$ cat src/rtl/seq_ctrl_pkg.sv
// Shared definitions for the Y86 multi-cycle sequencer: icodes, status codes and state encodings.
package seq_ctrl_pkg;

  localparam logic [3:0] ICODE_HALT   = 4'h0;
  localparam logic [3:0] ICODE_NOP    = 4'h1;
  localparam logic [3:0] ICODE_CMOVXX = 4'h2;
  localparam logic [3:0] ICODE_IRMOVL = 4'h3;
  localparam logic [3:0] ICODE_RMMOVL = 4'h4;
  localparam logic [3:0] ICODE_MRMOVL = 4'h5;
  localparam logic [3:0] ICODE_OPL    = 4'h6;
  localparam logic [3:0] ICODE_JXX    = 4'h7;
  localparam logic [3:0] ICODE_CALL   = 4'h8;
  localparam logic [3:0] ICODE_RET    = 4'h9;
  localparam logic [3:0] ICODE_PUSHL  = 4'hA;
  localparam logic [3:0] ICODE_POPL   = 4'hB;

  localparam logic [2:0] STAT_AOK = 3'd1;
  localparam logic [2:0] STAT_HLT = 3'd2;
  localparam logic [2:0] STAT_ADR = 3'd3;
  localparam logic [2:0] STAT_INS = 3'd4;

  typedef enum logic [2:0] {
    StFetch     = 3'd0,
    StDecode    = 3'd1,
    StExecute   = 3'd2,
    StMemory    = 3'd3,
    StWriteback = 3'd4,
    StPcupd     = 3'd5,
    StStop      = 3'd6
  } state_e;

  function automatic logic icode_valid(input logic [3:0] icode);
    case (icode)
      ICODE_HALT, ICODE_NOP, ICODE_CMOVXX, ICODE_IRMOVL,
      ICODE_RMMOVL, ICODE_MRMOVL, ICODE_OPL, ICODE_JXX,
      ICODE_CALL, ICODE_RET, ICODE_PUSHL, ICODE_POPL: icode_valid = 1'b1;
      default:                                        icode_valid = 1'b0;
    endcase
  endfunction

  function automatic logic icode_mem(input logic [3:0] icode);
    case (icode)
      ICODE_RMMOVL, ICODE_MRMOVL, ICODE_CALL,
      ICODE_RET, ICODE_PUSHL, ICODE_POPL: icode_mem = 1'b1;
      default:                            icode_mem = 1'b0;
    endcase
  endfunction

  function automatic logic icode_wr(input logic [3:0] icode);
    case (icode)
      ICODE_RMMOVL, ICODE_CALL, ICODE_PUSHL: icode_wr = 1'b1;
      default:                               icode_wr = 1'b0;
    endcase
  endfunction

endpackage

$ cat src/rtl/seq_ctrl_mem_wait.sv
// Request-pending wait counter shared by the instruction and data handshakes.
// Resolves each request cycle into done (clean ack), fail (error ack or timeout) or keep waiting.
module seq_ctrl_mem_wait #(
  parameter int unsigned TIMEOUT = 16
) (
  input  logic clk,
  input  logic rst,
  input  logic req_i,
  input  logic ack_i,
  input  logic err_i,
  output logic done_o,
  output logic fail_o
);

  localparam int unsigned CntW = (TIMEOUT > 1) ? $clog2(TIMEOUT) : 1;

  logic [CntW-1:0] r_cnt;
  logic            w_limit;

  // r_cnt holds the number of request cycles already spent waiting, so the
  // TIMEOUT-th request cycle is the last one; an ack in that cycle still wins.
  assign w_limit = (TIMEOUT != 0) && (r_cnt == CntW'(TIMEOUT - 1));
  assign done_o  = req_i & ack_i & ~err_i;
  assign fail_o  = req_i & ((ack_i & err_i) | (~ack_i & w_limit));

  always_ff @(posedge clk) begin
    if (rst || !req_i || ack_i || fail_o) begin
      r_cnt <= '0;
    end else begin
      r_cnt <= r_cnt + CntW'(1);
    end
  end

endmodule

$ cat src/rtl/seq_ctrl.sv
// Multi-cycle Y86 sequencer: walks each instruction through the six stages, runs the memory
// handshakes, keeps the status code and halts the machine on HLT/ADR/INS.
module seq_ctrl
  import seq_ctrl_pkg::*;
#(
  parameter int unsigned TIMEOUT = 16,
  parameter int unsigned CNT_W   = 32
) (
  input  logic             clk,
  input  logic             rst,
  input  logic [3:0]       icode_i,
  output logic             imem_req_o,
  input  logic             imem_ack_i,
  input  logic             imem_err_i,
  output logic             dmem_req_o,
  output logic             dmem_we_o,
  input  logic             dmem_ack_i,
  input  logic             dmem_err_i,
  output logic             f_en_o,
  output logic             d_en_o,
  output logic             e_en_o,
  output logic             m_en_o,
  output logic             w_en_o,
  output logic             pc_en_o,
  output logic [2:0]       stat_o,
  output logic [2:0]       state_o,
  output logic [CNT_W-1:0] cycle_cnt_o,
  output logic [CNT_W-1:0] instr_cnt_o
);

  state_e           r_state;
  logic [2:0]       r_stat;
  logic [3:0]       r_icode;
  logic [CNT_W-1:0] r_cycle_cnt;
  logic [CNT_W-1:0] r_instr_cnt;

  logic w_in_fetch, w_in_mem, w_mem_op;
  logic w_req, w_ack, w_err, w_done, w_fail;

  assign w_in_fetch = (r_state == StFetch);
  assign w_in_mem   = (r_state == StMemory);
  assign w_mem_op   = icode_mem(r_icode);

  assign imem_req_o = w_in_fetch;
  assign dmem_req_o = w_in_mem & w_mem_op;
  assign dmem_we_o  = w_in_mem & icode_wr(r_icode);
  assign d_en_o     = (r_state == StDecode);
  assign e_en_o     = (r_state == StExecute);
  assign w_en_o     = (r_state == StWriteback);
  assign pc_en_o    = (r_state == StPcupd);
  assign f_en_o     = w_in_fetch & w_done;
  assign m_en_o     = w_in_mem & (w_mem_op ? w_done : 1'b1);

  assign stat_o      = r_stat;
  assign state_o     = r_state;
  assign cycle_cnt_o = r_cycle_cnt;
  assign instr_cnt_o = r_instr_cnt;

  // FETCH and MEMORY never overlap, so one wait counter serves both handshakes.
  assign w_req = imem_req_o | dmem_req_o;
  assign w_ack = w_in_fetch ? imem_ack_i : dmem_ack_i;
  assign w_err = w_in_fetch ? imem_err_i : dmem_err_i;

  seq_ctrl_mem_wait #(
    .TIMEOUT (TIMEOUT)
  ) u_mem_wait (
    .clk    (clk),
    .rst    (rst),
    .req_i  (w_req),
    .ack_i  (w_ack),
    .err_i  (w_err),
    .done_o (w_done),
    .fail_o (w_fail)
  );

  always_ff @(posedge clk) begin
    if (rst) begin
      r_state     <= StFetch;
      r_stat      <= STAT_AOK;
      r_icode     <= ICODE_NOP;
      r_cycle_cnt <= '0;
      r_instr_cnt <= '0;
    end else begin
      if (r_state != StStop) begin
        r_cycle_cnt <= r_cycle_cnt + CNT_W'(1);
      end
      case (r_state)
        StFetch: begin
          if (w_done) begin
            r_state <= StDecode;
          end else if (w_fail) begin
            r_stat  <= STAT_ADR;
            r_state <= StStop;
          end
        end
        StDecode: begin
          r_icode <= icode_i;
          if (!icode_valid(icode_i)) begin
            r_stat  <= STAT_INS;
            r_state <= StStop;
          end else if (icode_i == ICODE_HALT) begin
            r_stat  <= STAT_HLT;
            r_state <= StStop;
          end else begin
            r_state <= StExecute;
          end
        end
        StExecute: r_state <= StMemory;
        StMemory: begin
          if (!w_mem_op || w_done) begin
            r_state <= StWriteback;
          end else if (w_fail) begin
            r_stat  <= STAT_ADR;
            r_state <= StStop;
          end
        end
        StWriteback: r_state <= StPcupd;
        StPcupd: begin
          r_instr_cnt <= r_instr_cnt + CNT_W'(1);
          r_state     <= StFetch;
        end
        StStop:  r_state <= StStop;
        default: r_state <= StStop;
      endcase
    end
  end

endmodule

$ cat config.mk
export PLATFORM = sky130hd
export DESIGN_NAME = seq_ctrl
export DESIGN_NICKNAME = d
export VERILOG_FILES = /design/src/rtl/seq_ctrl_pkg.sv /design/src/rtl/seq_ctrl_mem_wait.sv /design/src/rtl/seq_ctrl.sv
export SDC_FILE = /design/constraint.sdc
export NUM_CORES = 1
export LEC_CHECK = 0
export CAP_MARGIN = 20
export CORE_MARGIN = 2
export CORE_UTILIZATION = 30
export DETAILED_ROUTE_END_ITERATION = 16
export DONT_BUFFER_PORTS = 1
export GPL_TIMING_DRIVEN = 0
export SLEW_MARGIN = 5
export SYNTH_ARGS = -nofsm -noshare
export SYNTH_HDL_FRONTEND = slang
export SYNTH_SLANG_ARGS = --single-unit
$ cat constraint.sdc
create_clock -name clk -period 4.6 [get_ports clk]
set_input_delay 0.69 -clock clk [delete_from_list [all_inputs] [get_ports clk]]
set_output_delay 0.69 -clock clk [all_outputs]
set_load 0.03 [all_outputs]
**Word-level counts from Yosys, hierarchy flattened**

Memory sizes are Yosys's and may differ from the RTL's.
Cells that the tools add are included.

- Output and inout port bits: 79
- Register bits: 78
- Input bits: 10
- ROM bits: 16
- Memories: 1

- Reduce and logical (&&, ||, !) cells: 12
- Add/subtract/negate cells: 3
- Bitwise logic cells: 13
- Mux-type cells: 19
- Equality and inequality tests: 16

Memory list:

| name | words | width | rd ports | clocked after memory_dff | write ports | line | RTL |
|---|---|---|---|---|---|---|---|
| (name not given) | 16 | 1 | 1 | 0 | 0 | seq_ctrl_pkg.sv:33 | `case (icode)` |

Operators with widths:

| operator | count |
|---|---|
| $add 32x1->32 const B | 2 |
| $mux 3 | 10 |
| $eq 4x4->1 const B | 5 |
| $pmux 3 s6 | 1 |
| $and 1x1->1 | 9 |
| $pmux 3 s3 | 1 |
| $eq 4x3->1 const B | 2 |
| $mux 1 | 7 |
| $eq 3x2->1 const B | 2 |
| $eq 3x3->1 const B | 2 |
| $reduce_or 6->1 | 1 |
| $add 4x1->4 const B | 1 |
| $logic_not 4->1 | 1 |
| $logic_or 1x1->1 | 4 |
| $ne 2x2->1 const B | 2 |
| $reduce_and 4->1 | 1 |
| $eq 3x1->1 const B | 1 |
| $logic_not 3->1 | 1 |
| $ne 3x2->1 const B | 1 |
| $ne 3x3->1 const B | 1 |
| $reduce_bool 3->1 | 1 |
| $reduce_or 3->1 | 1 |
| $logic_not 1->1 | 2 |
| $not 1->1 | 2 |
| $or 1x1->1 | 2 |

**Depth between registers and ports, before layout**

- Depth after elaboration: 10
- Depth in mapped cells: 7

**By module**

Synthesis repeated with hierarchy kept, for this count alone.

- Cell total of the unflattened synthesis: 424
- Area total of the unflattened synthesis: 3,666.0 µm²

Modules (own cells, without submodules):

| module | area an instance (µm²) | instances | cells each | sequential area each (µm²) |
|---|---|---|---|---|
| seq_ctrl | 3,495.9 | 1 | 403 | 1,481.4 |
| seq_ctrl_mem_wait | 170.2 | 1 | 21 | 80.1 |

**Worst setup path after synthesis**

Ideal clock, no wire load.

- Path kind: reg-to-output
- Start: register r_state[1] (netlist: state_o[1])
- End: output port dmem_we_o
- Data required time: 3,910 ps
- Arrival time: 2,130 ps
- Stages on the path, launching flop included: 5
- Path slack: 1,780 ps
- Cells stage by stage: dfxtp_1 > clkbuf_1 > nand3b_1 > a21oi_1 > nor2b_1

- Longest elaborated chain between the ends: 2

Ends and longest elaborated chain:

| element | line | RTL |
|---|---|---|
| start: declaration | seq_ctrl.sv:31 | `state_e r_state;` |
| start signal: assignment | seq_ctrl.sv:78 | `r_state <= StFetch;` |
| start signal: assignment | seq_ctrl.sv:90 | `r_state <= StDecode;` |
| start signal: assignment | seq_ctrl.sv:93 | `r_state <= StStop;` |
| $eq 3x2->1 | seq_ctrl.sv:41 | `assign w_in_mem = (r_state == StMemory);` |
| $and 1x1->1 | seq_ctrl.sv:46 | `assign dmem_we_o = w_in_mem & icode_wr(r_icode);` |
| end: declaration | seq_ctrl.sv:16 | `output logic dmem_we_o,` |

Every way passes these cells.

**Worst setup path after layout**

Ends and elaborated chain as after synthesis.

==> results by group <==
Outcome
  – Status: finished, final reports clean

Job
  – Max Cap Violations: 0

Drt
  – DRC violation count after routing: 0
  – Via Count: 3521
  – ANT nets after route: 0
  – Drt initial violations: 294
  – Vias per cell: 5.54
  – WL final: 10600 um
  – Routed len/inst: 16.8 um
  – 1st-pass router iterations: 5

Clock tree
  – Hold_buf cts: 0
  – Root buffer cell: clkbuf_16
  – CTS sink cnt: 78
  – Clock Path Buffers: 2
  – CTS tree: built
  – TritonCTS buffer count: 9
  – Worst-Skew Late Latency: 340 ps
  – CTS clk-pin slew, worst paths: 60 ps
  – Postcts setup bufs: 0
  – Post-cts resize count: 0
  – H-tree Lvls: 3

Setup path
  – Worst-path fanout max: 10
  – Critical path type: reg -> out
  – Slowest-stage cell, CP: a21oi_1
  – CP arrival: 2810 ps
  – CP Cell Sequence: clkbuf_1, nand3b_1, a21oi_1, nor2b_1
  – Worst Setup End Kind: output pin
  – Required time worst endpoint: 3910 ps
  – Max incr delay on CP: 730 ps
  – CP Launch Type: register

STA
  – Final setup violation count: 0
  – Fin crit period: 3500 ps
  – Max Freq: 286 MHz
  – Final hold vios: 0
  – Setup tns final: 0 ps
  – Unrepaired setup endpoints after global routing: false
  – Slew Limit Fails: 0
  – Crit share post-route: 0.760
  – Worst-Margin Slew: 975 ps
  – Slew headroom: 0.347
  – Clock skew: 9.23 ps
  – Final setup margin: 1100 ps
  – WHS: 456 ps

Yosys
  – Syn_area_per_cell: 8.55 um^2
  – Adder-cell share of the synthesized area: 0.00979
  – Register bit count reported by yosys: 78
  – Sequential area share after synthesis: 0.407
  – Largest family of logic cells by synthesized area: simple AND/OR/NAND/NOR gates
  – Mapped Nets: 461
  – Mapped Cells: 448
  – Synth warnings: 0
  – Post-Synth Simple-Gate Area: 0.289
  – Synth unique cells: 48
  – Area share of the largest cell type after synthesis: 0.407
  – Compound-Gate Fraction of Synth Area: 0.169
  – Post-Synth XOR/XNOR Area: 0.0434
  – Post-synthesis mux area share: 0.0366
  – Number of synthesized flops with an enable pin: 0
  – Post-Syn Area: 0.00383 mm^2
  – Dominant synthesized flop cell: dfxtp_1
  – Asr flop ratio synth: 0
  – Dominant cells by area after synthesis: dfxtp_1 41%, a21oi_1 3.8%, nor2_1 3.7%
  – Yosys top cell by area: dfxtp_1

Global route
  – Grt total ovfl: 0
  – Vias in the first global route: 3225
  – First-pass GRT wire length: 16800 um
  – GRT Resource Usage Total: 0.158
  – Initial antenna violation count: 0
  – Pin count of the biggest net entering global routing: 13

Placed design
  – Port Buffers: 0
  – RePlAce Congestion: 0.795
  – Pre-CTS worst setup slack: 1480 ps
  – Post-DP HPWL: 7610 um
  – Area after DPL: 0.00405 mm^2

Power
  – Max rail drop VDD: 0.000223 V
  – Leak: 1.39 nW
  – Total power: 1.78 mW
  – Pwr/cell area: 409 mW/mm^2

Final layout
  – Share of cells above drive strength 1: 0.0821
  – Cell area after layout: 0.00434 mm^2
  – Sequential cell area: 0.00156 mm^2
  – Ant diodes: 0
  – Number of fill cells: 1314
  – Final net count: 472
  – P&R area growth vs syn: 13.2%
  – Area occupied by multi-input gates: 0.00210 mm^2

Floorplanning
  – Core area: 0.0126 mm^2
  – Die span in y: 117 um
  – Rows: 41
  – IO Pins: 89
  – Die area: 0.0137 mm^2
  – Die W: 117 um
  – Initial core utilization: 0.305

Min path
  – Worst Hold Class: reg -> reg
per-stage QoR:
| stage | std cells | util |
|---|---|---|
| after floorplan | 448 | - |
| after global placement | 620 | 0.322 |
| after CTS | 635 | 0.345 |
| after global routing | 635 | 0.345 |
| final | 635 | 0.345 |
| after detailed placement | 620 | 0.322 |
cell usage after synthesis (all sizes together) (2+ instances only):
cell     n
a211oi   3
a21oi   29
and2     3
and3     9
and3b    2
and4     8
buf      6
clkbuf  22
dfxtp   78
ha       3
inv     15
mux2     8
mux2i    5
nand2   28
nand2b   2
nand3   21
nand3b   2
nand4   18
nor2    38
nor2b   10
nor3     2
nor3b    3
nor4    14
o211ai   2
o21a     8
o21ai   11
o311ai   8
o31a     6
o31ai   14
o41ai    8
or2      9
or3      9
or4     16
xnor2    8
xor2    11
placed cells by master (no fill, tap or decap), types with 3 or more instances in the layout:
cell type,count
dfxtp_1,78
nor2_1,38
a21oi_1,29
nand2_1,28
clkbuf_1,23
nand3_1,21
nand4_1,17
or4_1,16
inv_1,15
nor4_1,14
o31ai_1,14
o21ai_0,11
xor2_1,11
nor2b_1,10
or3_1,9
and3_1,9
or2_2,9
clkbuf_16,9
and4_1,8
mux2_2,8
o311ai_0,8
o41ai_1,8
xnor2_1,8
o21a_1,8
o31a_1,6
mux2i_1,5
and2_1,3
buf_1,3
a211oi_1,3
ha_1,3
power by group:
group | switching (mW) | internal [mW] | total (mW)
combinational | 0.183 | 0.0820 | 0.265
clock | 0.280 | 0.430 | 0.710
sequential | 0.0902 | 0.711 | 0.801
total | 0.553 | 1.22 | 1.78
state kept, by name, indices dropped and copies added, names as in the netlist:
register	count
cycle_cnt_o	32
instr_cnt_o	32
r_icode	4
u_mem_wait.r_cnt	4
stat_o	3
state_o	3
path summary, 6_finish.rpt:
| check | from | endpoint | slack, ps | cells after the start |
|---|---|---|---|---|
| hold / removal | u_mem_wait.r_cnt[0] | u_mem_wait.r_cnt[0] | 460 | 1 |
| hold reg to reg | u_mem_wait.r_cnt[0] | u_mem_wait.r_cnt[0] | 460 | 1 |
| setup reg to reg | state_o[2] | cycle_cnt_o[26] | 1910 | 6 |
| setup / recovery | state_o[1] | dmem_we_o | 1100 | 4 |
cells by family (layout without fill, tap and decap cells):
kind of cell	Yosys count	after routing
buffers and inverters	43	58
AND/OR/NAND/NOR	197	197
XOR/XNOR	19	19
adder cells (fa/ha/maj)	3	3
multiplexers	13	13
flip-flops	78	78
AO/OA/AOI/OAI	95	95
critical path, delay by kind of cell, from the launching register on:
family                 cells  cell delay, ps
AO/OA/AOI/OAI              1             730
flip-flops                 1             580
buffers and inverters      1             400
AND/OR/NAND/NOR            2             760
final cells by class:
class	instances	area share
well taps	172	0.0496
clock buffers	11	0.0560
clock inverters	4	0.0110
inverters	15	0.0130
plain buffers	28	0.0265
flip-flops and latches	78	0.360
multi-input cells	327	0.484
routing by layer:
layer	share of wire	wire length [um]	global-route usage
met3	0.066	698	0.0412
met4	0.025	266	0.0831
met2	0.46	4910	0.241
met5	0	0	0
met1	0.45	4770	0.207
No activity file was read; power rests on OpenSTA's default activity.
